$ cat src/rtl/frame_align_pkg.sv
// Shared types and constants for the frame-word alignment controller.
package frame_align_pkg;

  typedef enum logic [2:0] {
    ST_IDLE   = 3'd0,
    ST_SETTLE = 3'd1,
    ST_CHECK  = 3'd2,
    ST_SLIP   = 3'd3,
    ST_LOCKED = 3'd4,
    ST_FAIL   = 3'd5
  } state_e;

  localparam logic [15:0] DEF_PATTERN = 16'hFF00;
  localparam logic [15:0] DEF_MASK    = 16'hFFFF;
  localparam int          CNT_W       = 8;
  localparam int          SETTLE_W    = 4;

endpackage

$ cat src/rtl/frame_align_ctl.sv
// Frame-word alignment controller: slips the ISERDES2 phy until the frame
// word matches the expected pattern, then holds lock and watches for its loss.
module frame_align_ctl
  import frame_align_pkg::*;
#(
  parameter logic [15:0] PATTERN       = DEF_PATTERN,
  parameter logic [15:0] MASK          = DEF_MASK,
  parameter int unsigned SETTLE_CYCLES = 4,
  parameter int unsigned LOCK_COUNT    = 16,
  parameter int unsigned LOSS_COUNT    = 4,
  parameter int unsigned MAX_SLIPS     = 16
) (
  input  logic             clkdiv,
  input  logic             reset,
  input  logic             enable,
  input  logic             retry,
  input  logic [15:0]      frame_in,
  output logic             bitslip,
  output logic             locked,
  output logic             align_err,
  output logic [CNT_W-1:0] slip_count,
  output logic             lock_lost
);

  localparam logic [SETTLE_W-1:0] SETTLE_LAST = SETTLE_W'(SETTLE_CYCLES - 1);
  localparam logic [SETTLE_W-1:0] SETTLE_ONE  = SETTLE_W'(1);
  localparam logic [CNT_W-1:0]    LOCK_LAST   = CNT_W'(LOCK_COUNT - 1);
  localparam logic [CNT_W-1:0]    LOSS_LAST   = CNT_W'(LOSS_COUNT - 1);
  localparam logic [CNT_W-1:0]    SLIP_MAX    = CNT_W'(MAX_SLIPS);
  localparam logic [CNT_W-1:0]    CNT_ONE     = CNT_W'(1);

  state_e              state_q, state_d;
  logic [SETTLE_W-1:0] settle_cnt_q, settle_cnt_d;
  logic [CNT_W-1:0]    run_cnt_q, run_cnt_d;
  logic [CNT_W-1:0]    miss_cnt_q, miss_cnt_d;
  logic [CNT_W-1:0]    slip_count_q, slip_count_d;
  logic                lock_lost_d;
  logic                match_q, bitslip_q, locked_q, align_err_q, lock_lost_q;

  // Next-state and counter logic; decisions use the registered compare.
  always_comb begin
    state_d      = state_q;
    settle_cnt_d = settle_cnt_q;
    run_cnt_d    = run_cnt_q;
    miss_cnt_d   = miss_cnt_q;
    slip_count_d = slip_count_q;
    lock_lost_d  = 1'b0;
    if (!enable) begin
      state_d      = ST_IDLE;
      settle_cnt_d = '0;
      run_cnt_d    = '0;
      miss_cnt_d   = '0;
      slip_count_d = '0;
    end else begin
      case (state_q)
        ST_IDLE: begin
          state_d      = ST_SETTLE;
          settle_cnt_d = '0;
        end
        ST_SETTLE: begin
          if (settle_cnt_q == SETTLE_LAST) begin
            state_d      = ST_CHECK;
            settle_cnt_d = '0;
            run_cnt_d    = '0;
          end else begin
            settle_cnt_d = settle_cnt_q + SETTLE_ONE;
          end
        end
        ST_CHECK: begin
          if (match_q) begin
            run_cnt_d = run_cnt_q + CNT_ONE;
            if (run_cnt_q == LOCK_LAST) begin
              state_d    = ST_LOCKED;
              miss_cnt_d = '0;
            end else begin
              state_d = ST_CHECK;
            end
          end else if (slip_count_q < SLIP_MAX) begin
            state_d      = ST_SLIP;
            run_cnt_d    = '0;
            slip_count_d = slip_count_q + CNT_ONE;
          end else begin
            state_d   = ST_FAIL;
            run_cnt_d = '0;
          end
        end
        ST_SLIP: begin
          state_d      = ST_SETTLE;
          settle_cnt_d = '0;
        end
        ST_LOCKED: begin
          // An explicit retry wins over a simultaneous loss of lock.
          if (retry) begin
            state_d      = ST_SETTLE;
            settle_cnt_d = '0;
            miss_cnt_d   = '0;
            slip_count_d = '0;
          end else if (match_q) begin
            miss_cnt_d = '0;
          end else if (miss_cnt_q == LOSS_LAST) begin
            state_d      = ST_SETTLE;
            settle_cnt_d = '0;
            miss_cnt_d   = '0;
            slip_count_d = '0;
            lock_lost_d  = 1'b1;
          end else begin
            miss_cnt_d = miss_cnt_q + CNT_ONE;
          end
        end
        ST_FAIL: begin
          if (retry) begin
            state_d      = ST_SETTLE;
            settle_cnt_d = '0;
            slip_count_d = '0;
          end else begin
            state_d = ST_FAIL;
          end
        end
        default: begin
          state_d      = ST_IDLE;
          settle_cnt_d = '0;
          run_cnt_d    = '0;
          miss_cnt_d   = '0;
          slip_count_d = '0;
        end
      endcase
    end
  end

  // State, counters, compare register and registered outputs.
  always_ff @(posedge clkdiv) begin
    if (reset) begin
      state_q      <= ST_IDLE;
      settle_cnt_q <= '0;
      run_cnt_q    <= '0;
      miss_cnt_q   <= '0;
      slip_count_q <= '0;
      match_q      <= 1'b0;
      bitslip_q    <= 1'b0;
      locked_q     <= 1'b0;
      align_err_q  <= 1'b0;
      lock_lost_q  <= 1'b0;
    end else begin
      state_q      <= state_d;
      settle_cnt_q <= settle_cnt_d;
      run_cnt_q    <= run_cnt_d;
      miss_cnt_q   <= miss_cnt_d;
      slip_count_q <= slip_count_d;
      match_q      <= ((frame_in & MASK) == (PATTERN & MASK));
      bitslip_q    <= (state_d == ST_SLIP);
      locked_q     <= (state_d == ST_LOCKED);
      align_err_q  <= (state_d == ST_FAIL);
      lock_lost_q  <= lock_lost_d;
    end
  end

  assign bitslip    = bitslip_q;
  assign locked     = locked_q;
  assign align_err  = align_err_q;
  assign slip_count = slip_count_q;
  assign lock_lost  = lock_lost_q;

endmodule
$ cat config.mk
export PLATFORM = sky130hd
export DESIGN_NAME = frame_align_ctl
export DESIGN_NICKNAME = d
export VERILOG_FILES = /design/src/rtl/frame_align_pkg.sv /design/src/rtl/frame_align_ctl.sv
export SDC_FILE = /design/constraint.sdc
export NUM_CORES = 1
export LEC_CHECK = 0
export ABC_CLOCK_PERIOD_IN_PS = 1800
export BUFFER_PORTS_ARGS = -buffer_cell sky130_fd_sc_hd__buf_2
export CAP_MARGIN = 10
export CORE_UTILIZATION = 40
export CTS_CLUSTER_SIZE = 10
export DETAILED_ROUTE_END_ITERATION = 10
export SLEW_MARGIN = 20
export SYNTH_ARGS = -nofsm -noshare
export SYNTH_HDL_FRONTEND = slang
export SYNTH_SLANG_ARGS = --single-unit
$ cat constraint.sdc
create_clock -name clkdiv -period 1.8 [get_ports clkdiv]
set_input_delay 0.27 -clock clkdiv [delete_from_list [all_inputs] [get_ports clkdiv]]
set_output_delay 0.27 -clock clkdiv [all_outputs]
set_load 0.02 [all_outputs]
After elaboration in Yosys (flattened, before gate mapping)
Index checks and enable logic that the tools add are counted.
- bitwise logic cells: 6
- reduce and logical (&&, ||, !) cells: 11
- magnitude comparators: 1
- multiplexer cells: 33
- equality and inequality tests: 20
- add/subtract/negate cells: 4
- operator list (cell ; count):
    $mux 8 ; 13
    $pmux 8 s3 ; 2
    $pmux 8 s4 ; 1
    $mux 3 ; 9
    $add 8x1->8 const B ; 3
    $mux 4 ; 5
    $eq 16x16->1 const B ; 1
    $pmux 4 s4 ; 1
    $pmux 3 s5 ; 1
    $eq 3x3->1 const B ; 4
    $ne 2x2->1 const B ; 6
    $eq 3x2->1 const B ; 3
    $eq 8x2->1 const B ; 1
    $eq 8x4->1 const B ; 1
    $lt 8x5->1 const B ; 1
    $reduce_or 4->1 ; 2
    $ne 3x3->1 const B ; 2
    $not 1->1 ; 6
    $reduce_and 6->1 ; 1
    $reduce_or 5->1 ; 1
    $add 4x1->4 const B ; 1
    $eq 4x2->1 const B ; 1
    $reduce_and 4->1 ; 1
    $reduce_or 2->1 ; 2
    6 further kinds ; 6
- output and inout port bits: 12
- logic and storage cells: 85
- register bits: 36

Depth between registers and ports, before layout
Gate-level depths: netlist (run 1).
- word-level depth: 7
- mapped depth: 6

Least setup slack after synthesis (run 1)
Ideal clock, no wire load.
- path kind: register -> register
- start point: register settle_cnt_q[0]
- end point: register run_cnt_q[5]
- cell stages (with the launch flop): 6
- arrival time: 1577 ps
- required time: 1729 ps
- path slack: 152 ps
- cells stage by stage: dfxtp_1 ha_1 nor4b_1 mux2i_1 or4_1 a21oi_1
- cells in the longest elaborated chain, start to end: 3
- RTL lines (item ; line ; source):
    start: declaration ; frame_align_ctl.sv:33 ; logic [SETTLE_W-1:0] settle_cnt_q, settle_cnt_d;
    start signal: assignment ; frame_align_ctl.sv:145 ; settle_cnt_q <= settle_cnt_d;
    $eq 4x2->1 ; frame_align_ctl.sv:61 ; if (settle_cnt_q == SETTLE_LAST) begin
    $ne 2x2->1 (no line) ; - ;
    $reduce_and 2->1 (no line) ; - ;
    end signal: assignment ; frame_align_ctl.sv:146 ; run_cnt_q <= run_cnt_d;
    end: declaration ; frame_align_ctl.sv:34 ; logic [CNT_W-1:0] run_cnt_q, run_cnt_d;
Every way passes these cells.
A chain may end at the register's enable or synchronous reset.

Worst setup path after layout (run 1)
- start point: register run_cnt_q[7]
- end point: register miss_cnt_q[7]
- cells in the longest elaborated chain, start to end: 3
- RTL lines (item ; line ; source):
    $eq 8x4->1 ; frame_align_ctl.sv:72 ; if (run_cnt_q == LOCK_LAST) begin
    $ne 2x2->1 (no line) ; - ;
    $reduce_and 3->1 (no line) ; - ;
    end signal: assignment ; frame_align_ctl.sv:147 ; miss_cnt_q <= miss_cnt_d;
    end: declaration ; frame_align_ctl.sv:35 ; logic [CNT_W-1:0] miss_cnt_q, miss_cnt_d;
Every way passes these cells.

==> flow_metrics.env, run 1 <==
export IMPL_status="finished, final reports clean"
export IMPL_power_leakage_nw=0.906
export IMPL_yosysSeqAreaShare=0.398
export IMPL_antenna_found_initial=0
export IMPL_synthesis_nets=230
export IMPL_worst_ep_required_time_ps=2030
export IMPL_layout_nets=287
export IMPL_fin_crit_sh=0.949
export IMPL_die_y_um=69.3
export IMPL_initial_utilization=0.416
export IMPL_p_per_area_nw_per_um2=697
export IMPL_grt_pass1_wl_mm=6.76
export IMPL_drt_drc_violations_left=0
export IMPL_slew_violations=0
export IMPL_crit_type="reg2reg"
export IMPL_port_buffers=31
export IMPL_cp_max_fo=10
export IMPL_finalSetupTns_ps=0
export IMPL_path_clk_slew_ps=70
export IMPL_layout_commonest_cell="dfxtp_1"
export IMPL_slew_headroom=0.696
export IMPL_core_area_um2=4350
export IMPL_hold_path_class="in2reg"
export IMPL_yosysTopAreaCellShare=0.398
export IMPL_firstDrtPassIters=4
export IMPL_cts_buffers=5
export IMPL_die_w_um=69.3
export IMPL_ys_ff_latch=36
export IMPL_drt_initial_drc_count=98
export IMPL_avgSynthCellArea_um2=8.79
export IMPL_num_vias=1701
export IMPL_route_detailed_wl_per_inst_um=12.9
export IMPL_layout_common_cells="dfxtp_1, buf_2, buf_4, a21oi_1, nand3_1"
export IMPL_overflow=0
export IMPL_grt_busiest_layer="met2"
export IMPL_crit_arrival_ps=1940
export IMPL_rsz0062_at_grt="false"
export IMPL_finalCriticalPeriod_ps=1710
export IMPL_ant_nets=0
export IMPL_drv_cap=0
export IMPL_cp_end_kind="flip-flop"
export IMPL_gr_usage_met3=0.0378
export IMPL_yosys_top_cells_area="dfxtp_1, a21oi_1, nand3_1, o21ai_0, ha_1"
export IMPL_cts_tree="yes"
export IMPL_synth_ff_type="dfxtp_1"
export IMPL_grt_pass1_vias=1530
export IMPL_async_flop_share=0
export IMPL_cts_buffer_depth=2
export IMPL_drive_above_1_share=0.341
export IMPL_globalRouteMet1Util=0.238
export IMPL_tightestPinTransition_ps=453
export IMPL_hold_viol=0
export IMPL_rows=24
export IMPL_ir_worst_vdd_uv=533
export IMPL_grt_max_degree=16
export IMPL_dpl_cell_count=303
export IMPL_netlist_instances=206
export IMPL_clk_latency_ps=290
export IMPL_ioPinCount=32
export IMPL_cts_root_buf="clkbuf_8"
export IMPL_fmax_ghz=0.585
export IMPL_netlist_area_um2=1810
export IMPL_gr_usage_met2=0.260
export IMPL_synth_cell_types=50
export IMPL_cts_max_level=2
export IMPL_cts_sinks=36
export IMPL_start_kind="flip-flop"
export IMPL_die_area_um2=4800
export IMPL_synth_edf_count=0
export IMPL_yosys_area_top_type="dfxtp_1"
export IMPL_setup_viol=0
export IMPL_track_usage=0.173
export IMPL_instances_no_fill=316
export IMPL_hold_buffers=0
export IMPL_avgViaCountPerCell=5.38
export IMPL_dp_hpwl_mm=2.97
export IMPL_synth_warnings=0
export IMPL_routed_wl_mm=4.07
export IMPL_fin_skew_ps=4.52
export IMPL_antenna_cells=0
export IMPL_areaGrowthSynthToFinish_pct=30.9
export IMPL_gp_congestion=0.816
[synthesized netlist by cell type (all sizes together), types with 3 or more instances]
cell,n
nor3b,5
or3,8
ha,4
a21oi,18
nand2b,4
nor2b,3
a22oi,3
xor2,3
and2,6
o21ai,13
nand4,4
nand2,12
nor4,7
clkbuf,4
buf,4
nor2,11
nand3,14
or4,5
inv,4
nor3,6
o31ai,4
dfxtp,36
[worst max-delay path: stages (launching register included)]
cell     delay, ps
dfxtp_1        350
nor4_4         380
a32oi_4        230
or4_1          540
a21oi_1        140
[power by group]
group          internal [W]  leakage (nW)  switching (W)
combinational     0.0000347         0.550      0.0000350
clock              0.000489        0.0645       0.000293
sequential         0.000798         0.291     0.00000204
[final cells by class]
cell class | count | area (um2)
Fill cell | 406 | 1980
Multi-Input combinational cell | 158 | 1080
Sequential cell | 36 | 723
Timing Repair Buffer | 58 | 362
Clock buffer | 7 | 96.3
Tap cell | 52 | 65.1
Clock inverter | 1 | 30.0
Inverter | 4 | 15.0
[final timing paths]
check	from	depth (start not counted)	slack (ps)	end
max	run_cnt_q[7]	4	90	miss_cnt_q[7]
min reg2reg	miss_cnt_q[7]	2	500	miss_cnt_q[7]
max reg2reg	run_cnt_q[7]	4	90	miss_cnt_q[7]
min	frame_in[12]	3	200	match_q
[through the flow]
stage / area [um2] / hold slack (ps) / worst slack [ps] / utilization / total power, W
3_3_place_gp: 2160 / 482 / 50.6 / 0.496 / 0.000886
6_report: 2370 / 204 / 92.0 / 0.545 / 0.00165
4_1_cts: 2290 / 199 / 7.12 / 0.525 / 0.00167
3_5_place_dp: 2160 / 488 / 19.9 / 0.496 / 0.000887
2_1_floorplan: 1810 / 402 / 152 / - / 0.000850
5_1_grt: 2370 / 217 / 2.04 / 0.545 / 0.00171
[routing by layer]
metal	vias to the layer above	routed length [um]
li1	888	-
met4	0	67
met3	8	126
met1	783	2040
met2	22	1840
met5	-	0
[logic make-up (layout without fill, tap and decap cells)]
kind of cell	after synthesis	in the layout	share of synthesized area
fa+ha+maj	4	4	0.0276
buf+inv	12	70	0.0290
flops	36	36	0.398
compound gates	53	53	0.188
simple gates	95	95	0.327
mux	2	2	0.0111
xor+xnor	4	4	0.0193
[registers in the layout, summed over array words and instances (netlist names)]
name and flops:
settle_cnt_q 4, slip_count 8, align_err 1, run_cnt_q 8, match_q 1, miss_cnt_q 8
lock_lost 1, state_q 3, locked 1, bitslip 1
[repair_timing]
item	4_1_cts	5_1_grt
buffers inserted	0	4
resized for setup	0	9
endpoints found under the setup margin	0	15
Note: power is estimated with default switching activity, not from simulation.
==> run 2, diff against run 1 <==
--- a/config.mk
+++ b/config.mk
@@ -5,7 +5,7 @@
 export SDC_FILE = /design/constraint.sdc
 export NUM_CORES = 1
 export LEC_CHECK = 0
-export ABC_CLOCK_PERIOD_IN_PS = 1800
+export ABC_CLOCK_PERIOD_IN_PS = 1900
 export BUFFER_PORTS_ARGS = -buffer_cell sky130_fd_sc_hd__buf_2
 export CAP_MARGIN = 10
 export CORE_UTILIZATION = 40
==> constraint.sdc (replaced) <==
create_clock -name clkdiv -period 1.9 [get_ports clkdiv]
set_input_delay 0.285 -clock clkdiv [delete_from_list [all_inputs] [get_ports clkdiv]]
set_output_delay 0.285 -clock clkdiv [all_outputs]
set_load 0.02 [all_outputs]
==> run 2 against run 1 <==
Compared with the run above:
- hold slack better by 16 ps
- clock skew up 7.0 ps
- worst setup slack better by 53 ps
- sequential cell count unchanged
- first-iteration DRC count up 12%
- core utilization down 2.6 points
- non-clock buffer count down 9
- total power down 10%
- largest power group unchanged
==> flow_metrics.env, run 2 (synthesis gave the netlist of run 1 again) <==
export IMPL_setup_viol=0
export IMPL_crit_chain="nor4_4 -> a32oi_4 -> or4_1 -> a21oi_1"
export IMPL_die_w_um=69.3
export IMPL_gp_congestion=0.782
export IMPL_cp_slowest_cell="or4_1"
export IMPL_clk_latency_ps=290
export IMPL_layout_common_cells="dfxtp_1, buf_2, buf_4, a21oi_1, nand3_1"
export IMPL_utilization=0.519
export IMPL_path_clk_slew_ps=80
export IMPL_switching_share=0.208
export IMPL_grt_pass1_wl_mm=6.47
export IMPL_crit_arrival_ps=1990
export IMPL_p_switching_w=0.000310
export IMPL_design_area_um2=2260
export IMPL_antenna_found_initial=0
export IMPL_p_clk_frac=0.447
export IMPL_status="finished, final reports clean"
export IMPL_cts_buffers=5
export IMPL_cp_endpoint="miss_cnt_q[7]"
export IMPL_power_leakage_nw=0.856
export IMPL_reg2reg_depth=4
export IMPL_drt_initial_drc_count=110
export IMPL_p_int_w=0.00118
export IMPL_dpl_cell_count=299
export IMPL_route_detailed_wl_per_inst_um=12.6
export IMPL_track_usage=0.169
export IMPL_core_area_um2=4350
export IMPL_cts_root_buf="clkbuf_8"
export IMPL_p_seq_frac=0.510
export IMPL_firstDrtPassIters=4
export IMPL_r2r_start="run_cnt_q[4]"
export IMPL_port_buffers=31
export IMPL_num_vias=1675
export IMPL_cts_buffer_depth=2
export IMPL_hold_path_class="in2reg"
export IMPL_dp_hpwl_mm=2.83
export IMPL_slowest_delay_ps=540
export IMPL_fill_cells=402
export IMPL_tightestPinTransition_ps=452
export IMPL_dpl_cell_area_um2=2130
export IMPL_worst_ep_required_time_ps=2130
export IMPL_areaGrowthSynthToFinish_pct=24.7
export IMPL_p_per_area_nw_per_um2=658
export IMPL_ant_nets=0
export IMPL_rsz0062_at_grt="false"
export IMPL_hold_viol=0
export IMPL_start_kind="flip-flop"
export IMPL_instances_no_fill=307
export IMPL_comb_power_share=0.043
export IMPL_cts_tree="yes"
export IMPL_die_area_um2=4800
export IMPL_finalSetupTns_ps=0
export IMPL_layout_nets=278
export IMPL_drt_drc_violations_left=0
export IMPL_slew_headroom=0.697
export IMPL_grt_max_degree=16
export IMPL_ioPinCount=32
export IMPL_antenna_cells=0
export IMPL_fmax_ghz=0.570
export IMPL_reg2reg_slack_ps=140
export IMPL_cts_sinks=36
export IMPL_fin_crit_sh=0.924
export IMPL_routed_wl_mm=3.85
export IMPL_drv_cap=0
export IMPL_die_y_um=69.3
export IMPL_grt_pass1_vias=1475
export IMPL_crit_type="reg2reg"
export IMPL_cts_max_level=2
export IMPL_finalCriticalPeriod_ps=1760
export IMPL_startpoint="run_cnt_q[4]"
export IMPL_timing_rr_end="miss_cnt_q[7]"
export IMPL_layout_commonest_cell="dfxtp_1"
export IMPL_ir_worst_vdd_uv=712
export IMPL_slew_violations=0
export IMPL_cp_end_kind="flip-flop"
export IMPL_rows=24
export IMPL_overflow=0
export IMPL_avgViaCountPerCell=5.46
export IMPL_initial_utilization=0.416
export IMPL_drive_above_1_share=0.298
export IMPL_fin_skew_ps=11.5
export IMPL_cp_max_fo=14
[run 2: cell type report]
type	count	area, um2	area share
clock inverters	2	35.0	0.0155
well taps	52	65.1	0.0288
repair buffers	49	290	0.128
flip-flops and latches	36	722	0.319
multi-input cells	158	1060	0.469
inverters	4	15.0	0.00664
clock buffers	6	72.6	0.0321
[run 2: how the worst min path moves through the flow]
| stage | to | depth (start not counted) | startpoint |
|---|---|---|---|
| 2_1_floorplan | match_q | 2 | frame_in[12] |
| 3_3_place_gp | miss_cnt_q[7] | 2 | miss_cnt_q[7] |
| 3_5_place_dp | miss_cnt_q[7] | 2 | miss_cnt_q[7] |
| 4_1_cts | match_q | 3 | frame_in[12] |
| 5_1_grt | match_q | 3 | frame_in[12] |
| 6_report | match_q | 3 | frame_in[12] |
[run 2: stage by stage]
step | hold WS [ps] | setup slack [ps] | total power (W)
global route | 225 | 40.6 | 0.00156
finish | 221 | 145 | 0.00149
floorplan | 417 | 252 | 0.000805
global placement | 480 | 124 | 0.000838
CTS | 222 | 68.3 | 0.00151
detailed placement | 483 | 95.6 | 0.000839
[run 2: critical path, delay by kind of cell, from the launching register on]
kind,cells,cell delay [ps]
AO/OA/AOI/OAI,2,400
flip-flops,1,380
AND/OR/NAND/NOR,2,920
[run 2: repair_timing]
item / 4_1_cts / 5_1_grt
setup endpoints to repair: 0 / 14
buffers inserted: 0 / 0
hold buffers: 0 / 0
gates resized for setup: 0 / 4
[run 2: power groups by stage]
stage	combinational (W)	sequential, W	clock [W]
6_report	0.0000641	0.000758	0.000665
5_1_grt	0.0000714	0.000758	0.000726
4_1_cts	0.0000639	0.000758	0.000684
3_5_place_dp	0.0000637	0.000775	0
3_3_place_gp	0.0000627	0.000775	0
2_1_floorplan	0.0000309	0.000774	0
[run 2: per-layer routing]
metal | GRT usage | up-vias | part of all wire
met5 | 0 | - | 0
li1 | - | 868 | -
met4 | 0.0544 | 0 | 0.012
met1 | 0.217 | 769 | 0.50
met3 | 0.0567 | 5 | 0.039
met2 | 0.268 | 33 | 0.44
==> run 3, diff against run 2 <==
--- a/config.mk
+++ b/config.mk
@@ -5,6 +5,7 @@
 export SDC_FILE = /design/constraint.sdc
 export NUM_CORES = 1
 export LEC_CHECK = 0
+export ABC_AREA = 1
 export ABC_CLOCK_PERIOD_IN_PS = 1900
 export BUFFER_PORTS_ARGS = -buffer_cell sky130_fd_sc_hd__buf_2
 export CAP_MARGIN = 10
==> run 3 against run 2 <==
Compared with the run above:
- sequential share of layout area fell by 1.5 points
- final area rose by 4.8%
- critical endpoint unchanged
- final cell count rose by 36%
==> flow_metrics.env, run 3 <==
export IMPL_status="finished, final reports clean"
export IMPL_hold_path_class="in2reg"
export IMPL_ant_nets=0
export IMPL_ys_top_cells_by_count="nand2_1, nor2_1, nand3_1"
export IMPL_post_cts_buffers=0
export IMPL_port_buffers=31
export IMPL_yosys_top_cells_area="dfxtp_1, nand2_1, nand3_1, nor2_1, inv_1"
export IMPL_post_cts_resize_count=0
export IMPL_netlist_instances=315
export IMPL_slew_violations=0
export IMPL_dpl_cell_count=411
export IMPL_routed_wl_mm=4.61
export IMPL_synth_edf_count=0
export IMPL_route_detailed_wl_per_inst_um=11.0
export IMPL_layout_nets=375
export IMPL_grt_pass1_wl_mm=7.44
export IMPL_power_leakage_nw=1.04
export IMPL_crit_arrival_ps=1920
export IMPL_cts_max_level=2
export IMPL_cp_max_fo=11
export IMPL_ir_worst_vdd_uv=287
export IMPL_avgSynthCellArea_um2=6.53
export IMPL_start_kind="flip-flop"
export IMPL_crit_path_frequent_cell="nand3_1"
export IMPL_cts_buffer_depth=2
export IMPL_drive_above_1_share=0.153
export IMPL_yosysSeqAreaShare=0.351
export IMPL_synth_cell_types=28
export IMPL_tightestPinTransition_ps=503
export IMPL_rsz0062_at_grt="false"
export IMPL_slew_headroom=0.665
export IMPL_ys_ff_latch=36
export IMPL_crit_type="reg2reg"
export IMPL_cp_slowest_cell="o21ai_2"
export IMPL_layout_common_cells="nand2_1, nor2_1, nand3_1, dfxtp_1, inv_1"
export IMPL_drt_drc_violations_left=0
export IMPL_avgViaCountPerCell=4.87
export IMPL_antenna_found_initial=0
export IMPL_core_area_um2=4850
export IMPL_areaGrowthSynthToFinish_pct=15.2
export IMPL_fmax_ghz=0.576
export IMPL_antenna_cells=0
export IMPL_dp_hpwl_mm=3.44
export IMPL_path_clk_slew_ps=70
export IMPL_die_area_um2=5430
export IMPL_cts_root_buf="clkbuf_8"
export IMPL_clk_latency_ps=290
export IMPL_fin_crit_sh=0.913
export IMPL_cts_sinks=36
export IMPL_async_flop_share=0
export IMPL_instances_no_fill=419
export IMPL_r2r_start="run_cnt_q[1]"
export IMPL_startpoint="run_cnt_q[1]"
export IMPL_grt_pass1_vias=1662
export IMPL_worstHoldStart="reset"
export IMPL_track_usage=0.179
export IMPL_gp_congestion=0.849
export IMPL_finalCriticalPeriod_ps=1730
export IMPL_synth_warnings=0
export IMPL_yosysTopAreaCellShare=0.351
export IMPL_crit_chain="ha_1 -> nand3_1 -> o21ai_2 -> nand3_1 -> nand2_1 -> nor2_1"
export IMPL_grt_max_degree=20
export IMPL_hold_buffers=0
export IMPL_cts_buffers=5
export IMPL_cp_end_kind="flip-flop"
export IMPL_yosysMostFrequentCell="nand2_1"
export IMPL_die_y_um=73.7
export IMPL_drv_cap=0
export IMPL_hold_viol=0
export IMPL_firstDrtPassIters=4
export IMPL_drt_initial_drc_count=124
export IMPL_initial_utilization=0.424
export IMPL_die_w_um=73.7
export IMPL_layout_commonest_cell="nand2_1"
export IMPL_finalSetupTns_ps=0
export IMPL_slowest_delay_ps=460
export IMPL_cts_tree="yes"
export IMPL_yosys_area_top_type="dfxtp_1"
export IMPL_utilization=0.488
export IMPL_setup_viol=0
export IMPL_synthesis_nets=339
export IMPL_num_vias=2040
export IMPL_overflow=0
export IMPL_p_per_area_nw_per_um2=585
export IMPL_fin_skew_ps=5.64
export IMPL_netlist_area_um2=2060
export IMPL_synth_ff_type="dfxtp_1"
export IMPL_ioPinCount=32
export IMPL_rows=25
export IMPL_worst_ep_required_time_ps=2090
## run 3: cell count changes in the layout (fill, tap and decap cells not counted), sizes merged, moves of 6 or more
cell / delta
inv: +28
a21oi: +6
o21ai: -9
nand2: +80
nor2: +35
or3: -8
and2: -6
nand4: +11
nor4: -6
buf: -13
nand3: +24
## run 3: cells by family after synthesis
| family | share of synthesized area |
|---|---|
| adder cells (fa/ha/maj) | 0.0243 |
| flip-flops | 0.351 |
| XOR/XNOR | 0.00852 |
| AND/OR/NAND/NOR | 0.444 |
| buffers and inverters | 0.0852 |
| AO/OA/AOI/OAI | 0.0876 |
## run 3: stage by stage
| stage | hold slack (ps) | setup slack, ps | area [um2] | power (W) |
|---|---|---|---|---|
| 3_5_place_dp | 438 | 168 | 2280 | 0.000830 |
| 5_1_grt | 173 | 16.9 | 2370 | 0.00144 |
| 3_3_place_gp | 443 | 206 | 2280 | 0.000829 |
| 2_1_floorplan | 357 | 530 | 2060 | 0.000800 |
| 6_report | 181 | 165 | 2370 | 0.00138 |
| 4_1_cts | 177 | 168 | 2370 | 0.00140 |
## run 3: path summary, 6_finish.rpt
check	end	slack [ps]	cells after the start
worst max-delay path	miss_cnt_q[7]	170	6
worst max register to register	miss_cnt_q[7]	170	6
worst min-delay path	state_q[0]	180	2
worst min register to register	slip_count[7]	450	2
## run 3: area by class of cell
type | instances | area, um2
inverter | 32 | 120
timing repair buffer | 36 | 193
sequential | 36 | 721
multi-input combinational | 240 | 1160
fill | 507 | 2480
clock buffer | 8 | 90.1
tap | 67 | 83.8
## run 3: power by group
part / leakage (nW) / internal (W) / switching, W
logic: 0.707 / 0.0000238 / 0.0000305
registers: 0.290 / 0.000756 / 0.00000184
clock network: 0.0455 / 0.000296 / 0.000276
total: 1.04 / 0.00108 / 0.000308
## run 3: metal layers
| layer | wire, um | vias up | global-route usage |
|---|---|---|---|
| li1 | - | 1098 | - |
| met1 | 2340 | 898 | 0.237 |
| met2 | 2040 | 40 | 0.277 |
| met3 | 165 | 4 | 0.0508 |
| met4 | 54 | 0 | 0.0641 |
| met5 | 0 | - | 0 |
## run 3: worst max-delay path, delay by kind of cell (launching register included)
kind | cells | cell delay [ps]
flip-flops | 1 | 360
adder cells (fa/ha/maj) | 1 | 260
AO/OA/AOI/OAI | 1 | 460
AND/OR/NAND/NOR | 4 | 560
